### src/rtl/sync_debounce_if.sv
// Bundles the raw per-channel inputs with the debounced level and edge-pulse outputs.
// Latency: none (wires only).
// Backpressure: none; every signal is a plain level or a single-cycle pulse.
interface sync_debounce_if #(
    parameter int WIDTH = 4
);
    logic [WIDTH-1:0] async_in;
    logic [WIDTH-1:0] level;
    logic [WIDTH-1:0] rise;
    logic [WIDTH-1:0] fall;
    logic             any_rise;

    // Source side: drives raw levels, observes the debounced results.
    modport master (
        output async_in,
        input  level,
        input  rise,
        input  fall,
        input  any_rise
    );

    // Debouncer side.
    modport slave (
        input  async_in,
        output level,
        output rise,
        output fall,
        output any_rise
    );
endinterface

### src/rtl/sync_debounce.sv
// Per-channel synchronizer + stability counter that emits a debounced level and rise/fall pulses.
// Latency: a held input change reaches level after STAGES + DB_CYCLES - 1 clk edges.
// Backpressure: none; outputs are free-running levels and one-cycle pulses.
module sync_debounce #(
    parameter int WIDTH     = 4,
    parameter int STAGES    = 2,
    parameter int DB_CYCLES = 4
) (
    input  logic           clk,
    input  logic           reset,
    sync_debounce_if.slave bus
);
    localparam int CW = $clog2(DB_CYCLES + 1);
    // Counter value at which the next differing sample is accepted.
    localparam logic [CW-1:0] CNT_LAST = CW'(DB_CYCLES - 1);

    logic [WIDTH-1:0] sync_q [STAGES];
    logic [WIDTH-1:0] s;
    logic [CW-1:0]    cnt_q  [WIDTH];
    logic [CW-1:0]    cnt_d  [WIDTH];
    logic [WIDTH-1:0] level_q, level_d;
    logic [WIDTH-1:0] rise_q,  rise_d;
    logic [WIDTH-1:0] fall_q,  fall_d;
    logic             any_rise_q;

    // Last flop of the chain is the synchronized sample used by the debouncer.
    assign s = sync_q[STAGES-1];

    // Plain flop chain per channel; nothing sits between stages.
    always_ff @(posedge clk) begin
        if (reset) begin
            for (int j = 0; j < STAGES; j++) begin
                sync_q[j] <= '0;
            end
        end else begin
            sync_q[0] <= bus.async_in;
            for (int j = 1; j < STAGES; j++) begin
                sync_q[j] <= sync_q[j-1];
            end
        end
    end

    // Count consecutive samples that disagree with the current level; accept on the last one.
    always_comb begin
        level_d = level_q;
        rise_d  = '0;
        fall_d  = '0;
        for (int i = 0; i < WIDTH; i++) begin
            cnt_d[i] = '0;
            if (s[i] != level_q[i]) begin
                if (cnt_q[i] == CNT_LAST) begin
                    level_d[i] = s[i];
                    rise_d[i]  = s[i];
                    fall_d[i]  = ~s[i];
                end else begin
                    cnt_d[i] = cnt_q[i] + CW'(1);
                end
            end
        end
    end

    // Debounce state and registered outputs; reset overrides any acceptance in flight.
    always_ff @(posedge clk) begin
        if (reset) begin
            for (int i = 0; i < WIDTH; i++) begin
                cnt_q[i] <= '0;
            end
            level_q    <= '0;
            rise_q     <= '0;
            fall_q     <= '0;
            any_rise_q <= 1'b0;
        end else begin
            for (int i = 0; i < WIDTH; i++) begin
                cnt_q[i] <= cnt_d[i];
            end
            level_q    <= level_d;
            rise_q     <= rise_d;
            fall_q     <= fall_d;
            any_rise_q <= |rise_d;
        end
    end

    assign bus.level    = level_q;
    assign bus.rise     = rise_q;
    assign bus.fall     = fall_q;
    assign bus.any_rise = any_rise_q;
endmodule

### src/flat_wrapper.sv
// flat-port wrapper written by rule: the top's interface ports become plain ports
module sync_debounce_flat 
#(
    parameter int WIDTH     = 4,
    parameter int STAGES    = 2,
    parameter int DB_CYCLES = 4
)
  (clk, reset, bus_async_in, bus_level, bus_rise, bus_fall, bus_any_rise);
  sync_debounce_if #(.WIDTH(WIDTH)) bus_i ();
  input  logic clk;
  input  logic reset;
  input wire logic [$bits(bus_i.async_in)-1:0] bus_async_in;
  output wire logic [$bits(bus_i.level)-1:0] bus_level;
  output wire logic [$bits(bus_i.rise)-1:0] bus_rise;
  output wire logic [$bits(bus_i.fall)-1:0] bus_fall;
  output wire logic [$bits(bus_i.any_rise)-1:0] bus_any_rise;
  assign bus_i.async_in = bus_async_in;
  assign bus_level = bus_i.level;
  assign bus_rise = bus_i.rise;
  assign bus_fall = bus_i.fall;
  assign bus_any_rise = bus_i.any_rise;
  sync_debounce #(.WIDTH(WIDTH), .STAGES(STAGES), .DB_CYCLES(DB_CYCLES)) u_core (.clk(clk), .reset(reset), .bus(bus_i));
endmodule
### config.mk
export PLATFORM = sky130hd
export DESIGN_NAME = sync_debounce_flat
export DESIGN_NICKNAME = d
export VERILOG_FILES = /design/src/rtl/sync_debounce_if.sv /design/src/rtl/sync_debounce.sv /design/src/flat_wrapper.sv
export SDC_FILE = /design/constraint.sdc
export NUM_CORES = 1
export LEC_CHECK = 0
export ABC_AREA = 1
export BUFFER_PORTS_ARGS = -buffer_cell sky130_fd_sc_hd__buf_2
export CAP_MARGIN = 20
export CELL_PAD_IN_SITES_DETAIL_PLACEMENT = 0
export CELL_PAD_IN_SITES_GLOBAL_PLACEMENT = 1
export CORE_MARGIN = 1
export CORE_UTILIZATION = 40
export DETAILED_ROUTE_END_ITERATION = 10
export GPL_TIMING_DRIVEN = 0
export PLACE_DENSITY = 0.77
export SYNTH_ARGS = -nofsm -noshare
export SYNTH_HDL_FRONTEND = slang
export SYNTH_SLANG_ARGS = --single-unit
### constraint.sdc
create_clock -name clk -period 1.25 [get_ports clk]
set_input_delay 0.0625 -clock clk [delete_from_list [all_inputs] [get_ports clk]]
set_output_delay 0.0625 -clock clk [all_outputs]
set_load 0.02 [all_outputs]
# --- After elaboration in Yosys (flattened, before gate mapping) ---
# Memories as Yosys holds them, arrays and structs flattened.
# Cells that the tools add are included.
op_classes:
  n_reduce_logical: 9
  bitwise_logic: 18
  muxes: 25
  n_eq_ne: 8
  addsub: 4
ops:
  columns: ["op", "count"]
  rows:
  - ["$mux W3", 12]
  - ["$add A3 B1 Y3 const B", 4]
  - ["$eq A3 B2 Y1 const B", 4]
  - ["$not A1 Y1", 12]
  - ["$reduce_or A3 Y1", 4]
  - ["$mux W1", 11]
  - ["$mux W4", 2]
  - ["$reduce_and A2 Y1", 4]
  - ["$or A1 B1 Y1", 6]
  - ["$ne A1 B1 Y1", 4]
  - ["$reduce_or A4 Y1", 1]
word_totals:
  ff_bits: 13
  mem_bits_rw: 20
  output_inout_bits: 13
  n_memories: 2
  word_cells: 76
  inputBits: 6
memory_table:
  columns: ["memory", "words", "word_bits", "read_ports", "rd_clocked_by_memory_dff", "write_ports", "line", "source"]
  rows:
  - ["u_core.cnt_q", 4, 3, 4, 0, 4, "sync_debounce.sv:19", "logic [CW-1:0] cnt_q [WIDTH];"]
  - ["u_core.sync_q", 2, 4, 2, 0, 2, "sync_debounce.sv:17", "logic [WIDTH-1:0] sync_q [STAGES];"]

# --- Longest topological paths before layout ---
# Gate-level depths: netlist of run 1.
depth:
  depth_word: 4
  depth_mapped: 6
  ltp_nobuf: 6

# --- Worst setup path after synthesis of run 1 ---
# OpenSTA, ideal clock, no wires.
synth_timing:
  kind: "register -> register"
  start: "memory u_core.cnt_q[0][0] (netlist name)"
  end: "register u_core.any_rise_q, in the netlist u_core.bus.any_rise"
  stages_incl_launch_ff: 7
  synth_period_minus_slack_ps: 1081
  path_buffers: 0
  setup_time_ps: 117
  t_required_ps: 1133
  t_arrival_ps: 964
  setup_slack_ps: 169
  cell_sequence: "dfxtp_1 -> ha_1 -> ha_1 -> nand3_1 -> nand2_1 -> nor2_1 -> nor2_1"
synth_rtl:
  columns: ["element", "line", "source"]
  rows:
  - ["start: declaration", "sync_debounce.sv:19", null]
  - ["end signal: assignment", "sync_debounce.sv:79", "any_rise_q <= |rise_d;"]
  - ["end: declaration", "sync_debounce.sv:24", "logic any_rise_q;"]

==> results of run 1 <==
## sequential cells by signal, summed over array words and instances (netlist names)
register	flops
u_core.cnt_q	12
u_core.sync_q	8
u_core.bus.fall	4
u_core.bus.level	4
u_core.bus.rise	4
u_core.bus.any_rise	1
## critical path, cell delays in order, from the launching register on
cell     delay, ns
dfxtp_1       0.32
ha_1          0.19
ha_1          0.20
nand3_1       0.14
nand2_1       0.07
nor2_1        0.09
nor2_1        0.04
## metal layers
layer | GRT usage (%) | wire length [um] | vias to the layer above
met2 | 21.00 | 732 | 20
met5 | 0 | 0 | -
met3 | 7.494 | 111 | 6
met4 | 6.429 | 40 | 0
li1 | - | - | 453
met1 | 14.03 | 782 | 352
## cell usage after synthesis (all sizes together)
library cell and n:
a21oi 3, nor4 2, xor2 2, nand3 6
nand4 2, nand2 10, inv 28, buf 2
ha 8, o21ai 4, dfxtp 33, nor2 29
## metrics by stage
step                setup WS, ns  hold slack [ns]  utilization (%)  total power [mW]
detailed placement       0.09921           0.2680            46.41             1.150
global route             0.01345           0.4257            50.76             1.767
floorplan                 0.1692           0.1695                -             1.135
global placement          0.1087           0.2630            46.41             1.148
CTS                      0.08857           0.4038            50.76             1.710
finish                   0.09499           0.4015            50.76             1.678
## final cells by class
cell class / count / area share (%)
flip-flops and latches: 33 / 47.61
well taps: 31 / 2.795
multi-input cells: 66 / 25.97
plain buffers: 2 / 1.172
clock buffers: 8 / 3.517
inverters: 28 / 7.755
repair buffers: 24 / 11.18
## logic make-up after synthesis
| kind of cell | after synthesis | share of synthesized area, % |
|---|---|---|
| AOI/OAI and AO/OA | 7 | 3.060 |
| xor gates and xnor gates | 2 | 1.530 |
| adders and majority gates | 8 | 8.744 |
| buffers and inverters | 30 | 10.82 |
| DFF | 33 | 57.70 |
| and+or+nand+nor | 49 | 18.14 |
## worst max path at each step
stage | cells after the start | endpoint
floorplan | 6 | u_core.bus.any_rise$_SDFF_PP0_
global placement | 6 | u_core.bus.any_rise$_SDFF_PP0_
detailed placement | 6 | u_core.bus.any_rise$_SDFF_PP0_
CTS | 6 | u_core.bus.any_rise$_SDFF_PP0_
global route | 6 | u_core.bus.any_rise$_SDFF_PP0_
finish | 6 | u_core.bus.any_rise$_SDFF_PP0_
## where the power goes
group          total (mW)  internal, mW  switching, mW
Clock               0.537         0.224          0.313
Combinational      0.0667        0.0347         0.0319
Sequential           1.07          1.07        0.00811
==> metrics.yaml, run 1 <==
status: "finished, final reports clean"
ctsResizeCount: 0
power.density_nw_per_um2: 1209
drive_above_1_share_pct: 16.15
instances_no_fill: 192
placed_cells: 177
multi_input_area_um2: 360.3
reg2reg_to: "u_core.bus.any_rise$_SDFF_PP0_"
antenna_found_initial: 0
tightest_slew_ns: 0.2599
nNetsFinal: 174
required_ns: 1.47
yosysWarnings: 0
cts_tree: "done"
die-area_um2: 3080
syn-num-nets: 143
core_um2: 2734
grt_setup_unrepaired: "no"
clk_path_buf_depth: 2
first_iter_violations: 19
ios: 19
finalInstanceArea_um2: 1388
rr_worst_depth: 6
hp-class: "register to register"
regToRegSetupSlack_ns: 0.09
grt_pass1_vias: 775
avgSynthCellArea_um2: 8.875
start_kind: "register"
synthCells: 129
ys_ff_latch: 33
synth_top_cell_area_share_pct: 57.70
setup_viol: 0
io_buffers: 17
initial_core_util_pct: 41.88
layout_min_cycle_time_ns: 1.155
root_buffer: "clkbuf_4"
critPathKind: "register to register"
grt_first_pass_wirelength_um: 3015
cts.clk_slew.worst_paths_ns: 0.09
min_from: "u_core.sync_q[0][2]$_SDFF_PP0_"
dpl_cell_area_um2: 1269
rows: 19
netlist_area_um2: 1145
whs_endpoint: "u_core.sync_q[0][6]$_SDFF_PP0_"
ctsHoldBuffers: 7
p_leak_nw: 0.6625
crit_fanout: 3
worstSetupStartpoint: "u_core.cnt_q[0][0]$_SDFF_PP0_"
timing.fmax_mhz: 865.8
synth.largest_area_cell: "dfxtp_1"
yosysUniqueCellTypes: 16
routedWlPerCell_um: 8.677
n_antenna_cell: 0
vias_per_cell: 4.328
vias: 831
timing.slew.headroom_pct: 82.51
postCtsSetupBuffers: 0
n_fill_cell: 262
maxSlewViolCount: 0
seq_area_um2: 660.6
fin_crit_sh_pct: 92.40
cts_buffers: 5
yosys-top-cells-area: "dfxtp_1 58%, nor2_1 9.5%, inv_1 8.9%"
seq_area_frac_synth_pct: 57.70
gp_congestion: 0.6634
tns_ns: 0
detail-route-antenna-nets: 0
insertion_delay_ns: 0.32
drc_errors: 0
worstPathArrival_ns: 1.37
drv_cap: 0
ir_drop_v: 0.0009029
end_kind: "register"
hold_depth: 2
h-tree-depth: 2
cts_sinks: 33
hpwl_um: 1189
grt_usage_pct: 13.21
grt_max_degree: 11
die_w_um: 55.50
die_h_um: 55.50
final-hold-violation-count: 0
gr-total-overflow: 0
finClkSkew_ns: 0.003969
firstDrtPassIters: 3
final_common_cell: "dfxtp_1"
most-common-layout-cells: "33 x dfxtp_1, 29 x nor2_1, 27 x inv_1, 18 x buf_2, 10 x nand2_1"
area_growth_pct: 21.20
routed_wl_um: 1666
timing.rr.start: "u_core.cnt_q[0][0]$_SDFF_PP0_"
(Power assumes the default switching activity.)
==> run 2, diff against run 1 <==
- CORE_UTILIZATION: 40 -> 43
- PLACE_DENSITY: 0.77 -> 0.81
- SETUP_SLACK_MARGIN: unset -> 0.4
- clock period: 1.25 -> 1.4 ns (I/O delays scaled with it)
==> metrics.yaml, run 2 (synthesis results as in run 1) <==
status: "finished, final reports clean"
initial_core_util_pct: 45.80  # +3.9 points
placed_cells: 176  # -0.56%
grt_usage_pct: 16.01  # +2.8 points
rows: 18  # -1
insertion_delay_ns: 0.33  # about the same
crit_fanout: 3  # unchanged
reg2reg_to: "u_core.bus.level[1]$_SDFFE_PP0P_"
n_antenna_cell: 0  # unchanged
timing.rr.start: "u_core.cnt_q[1][0]$_SDFF_PP0_"
maxSlewViolCount: 0  # unchanged
ios: 19  # unchanged
fin_crit_sh_pct: 72.95  # -19 points
grt_max_degree: 11  # unchanged
grt_first_pass_wirelength_um: 3056  # +1.4%
antenna_found_initial: 0  # unchanged
routedWlPerCell_um: 10.10  # +16%
tns_ns: 0  # unchanged
timing.slew.headroom_pct: 84.79  # +2.3 points
io_buffers: 17  # unchanged
finClkSkew_ns: 0.008875  # +0.004906 ns
top_regs: "u_core.cnt_q (12), u_core.sync_q (8)"
core_um2: 2500  # -8.6%
ir_drop_v: 0.0008921  # -1.2%
required_ns: 1.66  # +0.19 ns
timing.fmax_mhz: 979.2  # +13%
drv_cap: 0  # unchanged
first_iter_violations: 5  # -14
cts_buffers: 5  # unchanged
utilization_pct: 63.76  # +13 points
drc_errors: 0  # unchanged
final-hold-violation-count: 0  # unchanged
vias: 854  # +2.8%
grt_setup_unrepaired: "yes"
instances_no_fill: 192  # unchanged
gr-total-overflow: 0  # unchanged
routed_wl_um: 1939  # +16%
setup_viol: 0  # unchanged
most-common-layout-cells: "27 x nor2_1, 24 x inv_1, 21 x dfxtp_1, 18 x buf_2, 12 x dfxtp_2"
finalInstanceArea_um2: 1594  # +15%
die_h_um: 53.60  # -3.4%
clk_path_buf_depth: 2  # unchanged
drive_above_1_share_pct: 40.12  # +24 points
regToRegSetupSlack_ns: 0.38  # +0.28 ns
cts_sinks: 33  # unchanged
dpl_cell_area_um2: 1305  # +2.9%
hpwl_um: 1243  # +4.6%
post-place-ws_ns: 0.2994  # +0.2002 ns
n_fill_cell: 218  # -17%
root_buffer: "clkbuf_4"
detail-route-antenna-nets: 0  # unchanged
end_kind: "register"
critPathKind: "register to register"
area_growth_pct: 39.24
final_common_cell: "nor2_1"
largest_reg_flops: 12  # unchanged
worstSetupStartpoint: "u_core.cnt_q[1][0]$_SDFF_PP0_"
total_power_mw: 1.525  # -9.1%
layout_min_cycle_time_ns: 1.021  # -0.1338 ns
p_leak_nw: 0.6743  # +1.8%
whs_ns: 0.3998  # -0.001781 ns
rr_worst_depth: 5  # -1
die_w_um: 53.60  # -3.4%
regMostFlops: "u_core.cnt_q"
min_from: "u_core.sync_q[0][2]$_SDFF_PP0_"
vias_per_cell: 4.448  # +2.8%
hp-class: "register to register"
power.density_nw_per_um2: 956.6  # -21%
tightest_slew_ns: 0.2279  # -0.03205 ns
cts_tree: "done"
grt_pass1_vias: 769  # -0.77%
cts.clk_slew.worst_paths_ns: 0.10  # about the same
worstPathArrival_ns: 1.28  # -0.09 ns
gp_congestion: 0.6756  # +1.8%
firstDrtPassIters: 2  # -1
die-area_um2: 2873  # -6.7%
whs_endpoint: "u_core.sync_q[0][6]$_SDFF_PP0_"
start_kind: "register"
h-tree-depth: 2  # unchanged
hold_depth: 2  # unchanged
nNetsFinal: 175  # +0.57%
fin_ws_ns: 0.3788  # +0.2838 ns
[run 2: changes by cell type in the layout (fill, tap and decap cells not counted), sizes merged]
cell and delta:
dlygate4sd3 -2, buf +3, clkbuf -2, clkinv +2
[run 2: what timing repair did]
action / 4_1_cts / 5_1_grt
hold buffers: 5 / 0
pin swaps: 11 / 13
resized for setup: 25 / 17
setup buffers: 2 / 1
endpoints found under the setup margin: 17 / 22
hold endpoints to repair: 8 / 0
[run 2: cell type report]
type                            count  area [um^2]  share of cell area (%)
Tap cell                           30        37.54                   2.355
Clock buffer                        6        41.29                   2.590
Timing Repair Buffer               25        157.7                   9.890
Clock inverter                      2        10.01                  0.6279
Multi-Input combinational cell     66        543.0                   34.07
Inverter                           28        112.6                   7.064
Sequential cell                    33        675.6                   42.39
Buffer                              2        16.27                   1.020
[run 2: worst max-delay path by stage]
stage / endpoint
3_3_place_gp: u_core.bus.any_rise$_SDFF_PP0_
5_1_grt: u_core.cnt_q[0][0]$_SDFF_PP0_
6_report: u_core.bus.level[1]$_SDFFE_PP0P_
3_5_place_dp: u_core.cnt_q[2][1]$_SDFF_PP0_
2_1_floorplan: u_core.bus.any_rise$_SDFF_PP0_
4_1_cts: u_core.bus.any_rise$_SDFF_PP0_
[run 2: critical path, cell delays in order (launching register included)]
cell     delay [ns]
dfxtp_2        0.35
ha_4           0.16
ha_4           0.17
inv_1          0.09
o21ai_1        0.06
a21oi_1        0.14
[run 2: power breakdown]
| part | switching, mW | leakage (nW) | internal [mW] | total, mW |
|---|---|---|---|---|
| Sequential | 0.0111 | 0.274 | 0.953 | 0.964 |
| Combinational | 0.0339 | 0.368 | 0.0314 | 0.0654 |
| Clock | 0.304 | 0.0320 | 0.191 | 0.496 |
| Total | 0.349 | 0.674 | 1.18 | 1.52 |
[run 2: layer usage]
layer	track usage, %	routed length (um)	vias to the layer above
met2	24.38	923	16
met4	10.96	27	0
met1	17.02	905	376
met3	8.475	82	2
li1	-	-	460
met5	0	0	-
==> run 3, diff against run 2 <==
- ABC_AREA: 1 -> 0
- PLACE_DENSITY: 0.81 -> 0.77
- clock period: 1.4 -> 1.05 ns (I/O delays scaled with it)
==> metrics.yaml, run 3 <==
status: "complete, but fails checks"
violations: "negative setup slack"
antenna_found_initial: 0  # unchanged
detail-route-antenna-nets: 0  # unchanged
nNetsFinal: 142  # -19%
io_buffers: 18  # +1
regMostFlops: "u_core.cnt_q"
grt_first_pass_wirelength_um: 3519  # +15%
start_kind: "register"
grt_usage_pct: 17.46  # +1.4 points
initial_core_util_pct: 46.13  # +0.34 points
crit_fanout: 6  # +3
gr-total-overflow: 0  # unchanged
critPathKind: "register to register"
yosys-top-cells-count: "33 x dfxtp_1, 8 x ha_1, 8 x nor2b_1, 8 x nor4_1, 5 x nor2_1"
grt_setup_unrepaired: "yes"
cts_tree: "done"
dpl_cell_area_um2: 1401  # +7.4%
ys_ff_latch: 33  # unchanged
root_buffer: "clkbuf_4"
maxSlewViolCount: 0  # unchanged
setup_viol: 2  # +2
timing.fmax_mhz: 904.5  # -7.6%
gp_congestion: 0.6589  # -2.5%
synth_top_cell_area_share_pct: 56.77  # -0.93 points
synth_edf_count: 0  # unchanged
multi_input_area_um2: 714.4  # +32%
instances_no_fill: 159  # -17%
rows: 18  # unchanged
fin_ws_ns: -0.05558  # -0.4343 ns
seq_area_um2: 695.7  # +3.0%
required_ns: 1.27  # -0.39 ns
seq_area_frac_synth_pct: 56.77  # -0.93 points
synth-async-reset-ratio_pct: 0  # unchanged
synthCells: 93  # -28%
drv_cap: 0  # unchanged
core_um2: 2522  # +0.90%
die-area_um2: 2918  # +1.6%
synth.largest_area_cell: "dfxtp_1"
routedWlPerCell_um: 13.90  # +38%
whs_ns: 0.1529  # -0.2469 ns
vias_per_cell: 5.050  # +14%
ir_drop_v: 0.001087  # +22%
n_fill_cell: 177  # -19%
hp-class: "input port to register"
die_h_um: 54.02  # +0.78%
clk_path_buf_depth: 2  # unchanged
fin_crit_sh_pct: 105.3  # +32 points
drc_errors: 0  # unchanged
finClkSkew_ns: 0.005210  # -0.003665 ns
finalInstanceArea_um2: 1822  # +14%
hpwl_um: 1257  # +1.1%
netlist_area_um2: 1164  # +1.6%
top_regs: "u_core.cnt_q (12), u_core.sync_q (8)"
avgSynthCellArea_um2: 12.51  # +41%
vias: 803  # -6.0%
timing.slew.headroom_pct: 68.34  # -16 points
n_antenna_cell: 0  # unchanged
first_iter_violations: 2  # -3
h-tree-depth: 2  # unchanged
tightest_slew_ns: 0.4716  # +0.2437 ns
layout_min_cycle_time_ns: 1.106  # +0.08434 ns
tns_ns: -0.1011  # -0.1011 ns
synth.most_common_cell: "dfxtp_1"
power.density_nw_per_um2: 1287  # +35%
final-hold-violation-count: 0  # unchanged
die_w_um: 54.02  # +0.78%
placed_cells: 141  # -20%
synth_ff_type: "dfxtp_1"
drive_above_1_share_pct: 64.34  # +24 points
final_common_cell: "dfxtp_2"
cts_sinks: 33  # unchanged
worstPathArrival_ns: 1.32  # +0.04 ns
cts_buffers: 5  # unchanged
grt_max_degree: 11  # unchanged
ios: 19  # unchanged
yosysWarnings: 0  # unchanged
routed_wl_um: 2210  # +14%
yosys-top-cells-area: "dfxtp_1 57%, ha_1 8.6%, nor4b_2 5.2%"
end_kind: "register"
insertion_delay_ns: 0.32  # about the same
grt_pass1_vias: 799  # +3.9%
most-common-layout-cells: "16 x dfxtp_2, 13 x buf_6, 13 x dfxtp_1, 8 x nor2b_1, 8 x ha_4"
firstDrtPassIters: 3  # +1
largest_reg_flops: 12  # unchanged
cts.clk_slew.worst_paths_ns: 0.10  # about the same
syn-num-nets: 107  # -25%
p_leak_nw: 0.6246  # -7.4%
area_growth_pct: 56.56
yosysUniqueCellTypes: 16  # unchanged
run 3: cell types whose count changed after synthesis, moves of 6 or more:
| cell | change |
|---|---|
| inv_1 | -23 |
| nand2_1 | -10 |
| nand3_1 | -6 |
| nor2_1 | -24 |
| nor2b_1 | +8 |
| nor4_1 | +6 |
run 3: path summary, 6_finish.rpt:
check	to	depth (start not counted)	startpoint	slack [ns]
hold reg to reg	u_core.sync_q[0][7]$_SDFF_PP0_	1	u_core.sync_q[0][3]$_SDFF_PP0_	0.44
setup reg to reg	u_core.cnt_q[2][2]$_SDFF_PP0_	3	u_core.cnt_q[2][0]$_SDFF_PP0_	-0.06
setup / recovery	u_core.cnt_q[2][2]$_SDFF_PP0_	3	u_core.cnt_q[2][0]$_SDFF_PP0_	-0.06
hold / removal	u_core.bus.fall[2]$_SDFF_PP0_	2	reset	0.15
run 3: cell type report:
cell class                      instances  share of cell area, %
Inverter                                4                 0.8242
Clock inverter                          1                  1.648
Multi-Input combinational cell         53                  39.22
Timing Repair Buffer                   28                  14.08
Clock buffer                            7                  3.022
Tap cell                               30                  2.060
Sequential cell                        33                  38.19
Buffer                                  3                 0.9615
run 3: critical path: stages, from the launching register on:
cell     delay (ns)
dfxtp_2        0.35
ha_4           0.16
ha_4           0.18
nor4_1         0.31
run 3: what timing repair did:
item,in CTS,in global routing
pin swaps,5,4
setup endpoints to repair,38,38
resized for setup,50,12
setup buffers,2,4
hold buffers,4,0
endpoints found under the hold margin,4,0
run 3: logic make-up after synthesis:
family | count (synthesis) | share of synthesized area, %
adder cells (fa/ha/maj) | 8 | 8.602
buffers and inverters | 7 | 2.795
AO/OA/AOI/OAI | 1 | 0.7528
flip-flops | 33 | 56.77
multiplexers | 4 | 3.441
XOR/XNOR | 4 | 3.010
AND/OR/NAND/NOR | 36 | 24.62
run 3: metrics by stage:
step                      worst slack (ns)  util [%]  total power, mW
after floorplan                    0.07918         -            1.355
after global placement            0.002268     55.56            1.377
after detailed placement          0.007538     55.56            1.380
after CTS                          0.02084     67.51            2.370
after global routing              -0.09107     72.22            2.445
final                             -0.05558     72.22            2.344
run 3: power by group:
| part | total (mW) | switching (mW) | leakage [nW] | internal [mW] |
|---|---|---|---|---|
| clock network | 0.966 | 0.397 | 0.0455 | 0.569 |
| registers | 1.28 | 0.0169 | 0.279 | 1.26 |
| logic | 0.102 | 0.0514 | 0.300 | 0.0503 |
| total | 2.34 | 0.465 | 0.625 | 1.88 |
run 3: metal layers:
metal | part of all wire, % | global-route usage [%] | vias up
met5 | 0 | 0 | -
met4 | 0.59 | 7.692 | 0
met3 | 3.3 | 5.932 | 2
met2 | 51 | 29.01 | 18
met1 | 45 | 20.21 | 384
li1 | - | - | 399
